### src/rtl/sprite_compositor.sv
`default_nettype none
// ===========================================================================
// sprite_compositor : prioritised sprite/background mixer with collision flag
// Rev 1.0
// ===========================================================================
module sprite_compositor #(
   parameter int NUM_SPRITES = 5,
   parameter int COORD_W     = 10,
   parameter int COLOR_W     = 4,
   parameter int ROM_LAT     = 1
) (
   input  logic                               vga_clk,
   input  logic                               Reset_n,
   input  logic [COORD_W-1:0]                 DrawX,
   input  logic [COORD_W-1:0]                 DrawY,
   input  logic                               blank,
   input  logic [NUM_SPRITES*COORD_W-1:0]     spr_x,
   input  logic [NUM_SPRITES*COORD_W-1:0]     spr_y,
   input  logic [NUM_SPRITES*COORD_W-1:0]     spr_w,
   input  logic [NUM_SPRITES*COORD_W-1:0]     spr_h,
   input  logic [NUM_SPRITES-1:0]             spr_en,
   input  logic [NUM_SPRITES*3*COLOR_W-1:0]   spr_key,
   input  logic [NUM_SPRITES*3*COLOR_W-1:0]   spr_rgb,
   input  logic [3*COLOR_W-1:0]               bg_rgb,
   input  logic [3*COLOR_W-1:0]               alt_bg_rgb,
   input  logic                               bg_sel,
   input  logic                               collide_clr,
   output logic [NUM_SPRITES*COORD_W-1:0]     spr_dx,
   output logic [NUM_SPRITES*COORD_W-1:0]     spr_dy,
   output logic [7:0]                         Red,
   output logic [7:0]                         Green,
   output logic [7:0]                         Blue,
   output logic [NUM_SPRITES-1:0]             hit_mask,
   output logic                               frame_start,
   output logic                               collide
);
   localparam int CW3 = 3*COLOR_W;

   logic [NUM_SPRITES-1:0] in_box;
   logic [NUM_SPRITES-1:0] in_box_al;
   logic [NUM_SPRITES-1:0] opaque;
   logic                   blank_al;

   // Offsets wrap modulo 2^COORD_W, so pixels left/above a sprite fail the compare.
   genvar gi;
   generate
      for (gi = 0; gi < NUM_SPRITES; gi++) begin : g_spr
         assign spr_dx[gi*COORD_W +: COORD_W] = DrawX - spr_x[gi*COORD_W +: COORD_W];
         assign spr_dy[gi*COORD_W +: COORD_W] = DrawY - spr_y[gi*COORD_W +: COORD_W];
         assign in_box[gi] = spr_en[gi]
                          && (spr_dx[gi*COORD_W +: COORD_W] < spr_w[gi*COORD_W +: COORD_W])
                          && (spr_dy[gi*COORD_W +: COORD_W] < spr_h[gi*COORD_W +: COORD_W]);
         assign opaque[gi] = in_box_al[gi]
                          && (spr_rgb[gi*CW3 +: CW3] != spr_key[gi*CW3 +: CW3]);
      end
   endgenerate

   generate
      if (ROM_LAT == 0) begin : g_nodelay
         assign in_box_al = in_box;
         assign blank_al  = blank;
      end else begin : g_delay
         logic [NUM_SPRITES-1:0] box_pipe_q [ROM_LAT];
         logic [NUM_SPRITES-1:0] box_pipe_d [ROM_LAT];
         logic [ROM_LAT-1:0]     blank_pipe_q;
         logic [ROM_LAT-1:0]     blank_pipe_d;

         always_comb begin
            box_pipe_d[0]   = in_box;
            blank_pipe_d[0] = blank;
            for (int k = 1; k < ROM_LAT; k++) begin
               box_pipe_d[k]   = box_pipe_q[k-1];
               blank_pipe_d[k] = blank_pipe_q[k-1];
            end
         end

         always_ff @(posedge vga_clk or negedge Reset_n) begin
            if (!Reset_n) begin
               for (int k = 0; k < ROM_LAT; k++) box_pipe_q[k] <= '0;
               blank_pipe_q <= '0;
            end else begin
               for (int k = 0; k < ROM_LAT; k++) box_pipe_q[k] <= box_pipe_d[k];
               blank_pipe_q <= blank_pipe_d;
            end
         end

         assign in_box_al = box_pipe_q[ROM_LAT-1];
         assign blank_al  = blank_pipe_q[ROM_LAT-1];
      end
   endgenerate

   function automatic logic [7:0] expand(input logic [COLOR_W-1:0] c);
      logic [7:0] e;
      for (int j = 0; j < 8; j++) e[7-j] = c[COLOR_W-1-(j % COLOR_W)];
      return e;
   endfunction

   logic [CW3-1:0] src_rgb;
   always_comb begin
      src_rgb = bg_sel ? alt_bg_rgb : bg_rgb;
      // Walk from highest index down so the lowest opaque index wins.
      for (int i = NUM_SPRITES-1; i >= 0; i--) begin
         if (opaque[i]) src_rgb = spr_rgb[i*CW3 +: CW3];
      end
   end

   logic [7:0]             red_q, red_d, green_q, green_d, blue_q, blue_d;
   logic [NUM_SPRITES-1:0] hit_q, hit_d;
   logic [COORD_W-1:0]     prev_y_q, prev_y_d;
   logic                   frame_start_q, frame_start_d;
   logic                   acc_q, acc_d;
   logic                   collide_q, collide_d;
   logic                   coll_evt;

   always_comb begin
      red_d   = '0;
      green_d = '0;
      blue_d  = '0;
      hit_d   = '0;
      if (blank_al) begin
         red_d   = expand(src_rgb[3*COLOR_W-1 -: COLOR_W]);
         green_d = expand(src_rgb[2*COLOR_W-1 -: COLOR_W]);
         blue_d  = expand(src_rgb[COLOR_W-1:0]);
         hit_d   = opaque;
      end
      prev_y_d      = DrawY;
      frame_start_d = (DrawY == '0) && (prev_y_q != '0);
      coll_evt      = opaque[0] && (|opaque[NUM_SPRITES-1:1]) && blank_al;
      // The aligned pixel seen on a frame-start cycle is credited to the new frame.
      acc_d         = frame_start_d ? coll_evt : (acc_q | coll_evt);
      if (frame_start_d && acc_q) collide_d = 1'b1;
      else if (collide_clr)       collide_d = 1'b0;
      else                        collide_d = collide_q;
   end

   always_ff @(posedge vga_clk or negedge Reset_n) begin
      if (!Reset_n) begin
         red_q         <= '0;
         green_q       <= '0;
         blue_q        <= '0;
         hit_q         <= '0;
         prev_y_q      <= '0;
         frame_start_q <= 1'b0;
         acc_q         <= 1'b0;
         collide_q     <= 1'b0;
      end else begin
         red_q         <= red_d;
         green_q       <= green_d;
         blue_q        <= blue_d;
         hit_q         <= hit_d;
         prev_y_q      <= prev_y_d;
         frame_start_q <= frame_start_d;
         acc_q         <= acc_d;
         collide_q     <= collide_d;
      end
   end

   assign Red         = red_q;
   assign Green       = green_q;
   assign Blue        = blue_q;
   assign hit_mask    = hit_q;
   assign frame_start = frame_start_q;
   assign collide     = collide_q;

endmodule
`default_nettype wire

### config.mk
export PLATFORM = sky130hd
export DESIGN_NAME = sprite_compositor
export DESIGN_NICKNAME = d
export VERILOG_FILES = /design/src/rtl/sprite_compositor.sv
export SDC_FILE = /design/constraint.sdc
export NUM_CORES = 1
export LEC_CHECK = 0
export BUFFER_PORTS_ARGS = -buffer_cell sky130_fd_sc_hd__buf_2
export CORE_AREA = 2 2 198 200
export CTS_BUF_LIST = sky130_fd_sc_hd__clkbuf_8
export DETAILED_ROUTE_END_ITERATION = 7
export DIE_AREA = 0 0 200 202
export SKIP_LAST_GASP = 1
export SLEW_MARGIN = 20
export SYNTH_ARGS = -nofsm -noshare
export SYNTH_HDL_FRONTEND = slang
export SYNTH_SLANG_ARGS = --single-unit
export TNS_END_PERCENT = 5
### constraint.sdc
create_clock -name vga_clk -period 3.3 [get_ports vga_clk]
set_input_delay 0.66 -clock vga_clk [delete_from_list [all_inputs] [get_ports vga_clk]]
set_output_delay 0.66 -clock vga_clk [all_outputs]
set_load 0.02 [all_outputs]
==> Word-level counts from Yosys, hierarchy flattened <==
Cells that the tools add are included.
{ "word_totals": {"reg_bits": 48, "inputBits": 374, "out_inout_bits": 131, "wordCells": 72} }
{ "classes": {"add_sub_neg": 10, "order_cmp": 10, "eq_ne": 5, "mux": 13, "bitwise_logic": 1, "n_reduce_logical": 23} }
{ "ops": {"columns": ["op", "n"], "rows": [
  ["10-bit < comparator", 10],
  ["10-bit subtractor", 10],
  ["12-bit two-way mux", 6],
  ["12-bit != test", 5],
  ["8-bit two-way mux", 3],
  ["1-bit logical AND", 19],
  ["10-bit zero test", 1],
  ["10-bit nonzero test", 1],
  ["5-bit two-way mux", 1],
  ["4-bit OR reduction", 1],
  ["1-bit two-way mux", 3],
  ["2-bit nonzero test", 1],
  ["1-bit OR", 1]
]} }

==> Logic depth before layout (Yosys ltp) <==
{ "depth": {"depth_word": 8, "depth_mapped": 16, "depth_no_buf": 16} }

==> Worst setup path after synthesis <==
OpenSTA, ideal clock, no wires.
{ "synth_timing": {"kind": "input-to-reg", "startpoint": "in spr_x[11]", "endpoint": "reg g_delay.box_pipe_q[1] (netlist bit)", "setup_time_ns": 0.099, "arrival_ns": 3.398, "t_required_ns": 3.201, "setup_slack_ns": -0.198, "stages": 14, "path_buffers": 0, "path_cell_list": "inv_1 > ha_1 > nor2b_1 > o21ai_0 > a21boi_0 > o21ai_0 > a21oi_1 > or4_1 > nand3_1 > ha_1 > a22o_1 > nor4b_1 > o21ai_0 > a311oi_1"} }
{ "synth_lines": {"columns": ["element", "line_no", "rtl"], "rows": [
  ["start, declared", "17", "input logic [NUM_SPRITES*COORD_W-1:0] spr_x,"],
  ["end, declared", "63", "logic [NUM_SPRITES-1:0] box_pipe_q [ROM_LAT];"]
]} }

==> Worst setup path after layout <==
{ "layout_timing": {"startpoint": "in DrawY[1]", "endpoint": "out spr_dy[9]"} }
{ "layout_between": {"elab_chain_cells": 1} }
{ "layout_rtl": {"columns": ["element", "line_no", "rtl"], "rows": [
  ["start, declared", "15", "input logic [COORD_W-1:0] DrawY,"],
  ["10-bit subtractor", "49", "assign spr_dy[gi*COORD_W +: COORD_W] = DrawY - spr_y[gi*COORD_W +: COORD_W];"],
  ["end, declared", "29", "output logic [NUM_SPRITES*COORD_W-1:0] spr_dy,"]
]} }
Every way passes these cells.

==> flow_summary.yaml <==
setup_path:
  startpoint: "DrawY[1]"
  r2r_start: "g_delay.box_pipe_q[4]"
  cp.required_ps: 2640
  worstSetupEndpointType: "output port"
  r2r_slack_ps: 1300
  cp.arrival_ps: 2690
  startpoint_type: "input port"
  critPathKind: "input port to output port"
  critPathMaxFanout: 6
synth:
  syn_area_per_cell_um2: 7.70
  synth_compound_area_share_pct: 16.9
  synth_top_family_by_area: "adder cells"
  async_flop_share_pct: 100
  ys_ff_latch: 36
  yosys_warnings: 0
  yosysTopAreaCell: "ha_1"
  synth_seq_area_share_pct: 10.5
  synth-main-ff-cell: "dfrtp_1"
  synthXorXnorAreaFrac_pct: 13.3
  postSynthCellCount: 1110
  synth_top_area_share_pct: 26.4
  synth_cell_types: 51
  synth_nets: 1674
  muxShareOfSynthArea_pct: 4.20
  synth-adder-area-share_pct: 28.7
  synth_area_leaders: "ha_1 26%, dfrtp_1 11%, inv_1 9.5%, xnor2_1 8.0%, xor2_1 5.3%"
  synth_area_um2: 8550
  synthSimpleGateAreaFrac_pct: 15.1
  synth_enable_flop_cells: 0
pwr:
  sw_frac_of_total_pct: 49.2
  pwr-share-clk_pct: 8.7
  p_int_mw: 2.25
  power_frac_seq_pct: 12.8
  p_per_area_nw_per_um2: 322
  peakVddDrop_mv: 0.150
  power_frac_comb_pct: 78.5
  power.leakage_nw: 7.67
  p_sw_mw: 2.17
  p_total_mw: 4.42
clock_network:
  clk-insertion-delay-late_ps: 320
  clk_pin_slew_ps: 90
  cts-buffers-inserted: 5
  clock_path_buffers: 2
  cts_hold_repair.buffers: 0
  cts_max_level: 2
  cts-root-buf: "clkbuf_8"
  tritoncts: "built"
  cts_sinks: 36
sta:
  final-setup-viol-count: 18
  hold_viol_final: 0
  holdWs_ps: 356
  max_slew.worst_pin.slew_ps: 803
  rsz0062_at_grt: "yes"
  maxSlewHeadroom_pct: 46.3
  skew_ps: 17.1
  drv_slew: 0
  setup_ws_ps: -49.6
  period_needed_ps: 3350
  max_freq_mhz: 299
  period_share_pct: 102
global_route:
  grt_pass1_vias: 11100
  grt_max_degree: 37
  grt.overflow.total: 0
  grt_first_pass_wirelength_um: 60400
  grt_util_all_layers_pct: 20.0
  antenna_found_initial: 27
drt:
  drtPass1Iterations: 4
  drc: 0
  routed_wirelength_um: 42200
  via_count: 10600
  via_per_inst: 4.54
  first_iter_violations: 311
  ant_nets: 0
  routedWlPerCell_um: 18.1
run_status:
  violations: "setup timing"
  status: "finished, violations left"
floorplanning:
  die_h_um: 202
  start_util_pct: 22.3
  die_width_um: 200
  fp.coreArea_um2: 38300
  fp.dieArea_um2: 40400
  io_pins: 505
  rows: 72
placed_design:
  portBuffers: 504
  dp_hpwl_um: 37900
  finalWeightedCongestion: 0.982
final_layout:
  most-common-layout-cells: "486 x buf_2, 212 x inv_1, 194 x buf_4"
  synthToLayoutAreaGrowth_pct: 60.9
  fin_nets: 2361
  drive_above_1_share_pct: 44.8
  mostFrequentLayoutCell: "buf_2"
  postLayoutCoreUtil_pct: 35.9
run:
  drv_cap: 0
min_path:
  hold_class: "input port to asynchronous set/reset pin"
[synthesized netlist by cell type (13+ instances only)]
cell type,number
inv_1,216
ha_1,180
a21oi_1,82
xnor2_1,78
nand2_1,61
o21ai_0,56
xor2_1,52
nor2_1,37
dfrtp_1,36
nand3_1,22
nand4_1,21
nor3_1,21
nor2b_1,20
mux2i_1,19
nor4_1,17
a21boi_0,16
and3_1,16
buf_4,14
mux2_2,13
[worst max-delay path, cell delays in order]
cell,delay (ps)
buf_6,120
buf_12,130
ha_1,270
nor2b_1,130
o21ai_1,150
a21boi_0,140
o21ai_1,220
a21oi_1,130
or4_1,490
nand3_2,110
buf_6,140
[metrics by stage]
stage / setup TNS [ps] / cell area (µm²) / worst slack [ps] / instances
2_1_floorplan: -53.3 / 8690 / -18.8 / 1110
3_3_place_gp: -8210 / 13100 / -498 / 2295
3_5_place_dp: -9430 / 13100 / -564 / 2295
4_1_cts: -1640 / 13500 / -103 / 2314
5_1_grt: -5330 / 13700 / -215 / 2326
6_report: -521 / 13700 / -49.6 / 2330
[sequential cells by signal, summed over array words and instances, names as in the netlist]
name,count
Green,4
collide,1
prev_y_q,10
g_delay.box_pipe_q,5
Red,4
acc_q,1
Blue,4
frame_start,1
hit_mask,5
blank_al,1
[cell type report]
class / count / area (µm²)
Multi-Input combinational cell: 835 / 7080
Inverter: 217 / 821
Timing Repair Buffer: 702 / 4170
Antenna cell: 14 / 35.0
Sequential cell: 36 / 901
Tap cell: 518 / 648
Clock buffer: 6 / 82.6
Clock inverter: 2 / 13.8
Fill cell: 4035 / 24500
[cell families after synthesis]
family | after synthesis
compound gates | 232
xor+xnor | 130
fa+ha+maj | 190
buf+inv | 239
flops | 36
mux | 34
simple gates | 249
[power by group through the flow]
stage | registers [mW] | logic (mW) | clock network (mW)
floorplan | 0.617 | 1.82 | 0
global placement | 0.576 | 3.29 | 0
detailed placement | 0.578 | 3.32 | 0
CTS | 0.569 | 3.43 | 0.411
global route | 0.576 | 3.81 | 0.421
finish | 0.567 | 3.47 | 0.383
[path summary, 6_finish.rpt]
kind                                         endpoint  depth (start not counted)
worst min-delay path                         blank_al                          1
worst min register to register                collide                          2
max in group asynchronous       g_delay.box_pipe_q[4]                          2
worst max-delay path                        spr_dy[9]                         11
worst max register to register                 Red[4]                          6
min in group vga_clk                         blank_al                          1
[layer usage]
| layer | GRT usage (%) | part of all wire, % |
|---|---|---|
| met1 | 19.8 | 36 |
| met2 | 39.5 | 53 |
| met3 | 4.74 | 7.0 |
| met5 | 0 | 0.26 |
| met4 | 7.46 | 3.6 |
[timing repair]
item	4_1_cts	5_1_grt
gates resized for setup	65	47
buffers inserted	11	1
setup endpoints to repair	45	49
pin swaps	27	27
Note: power is estimated with default switching activity, not from simulation.
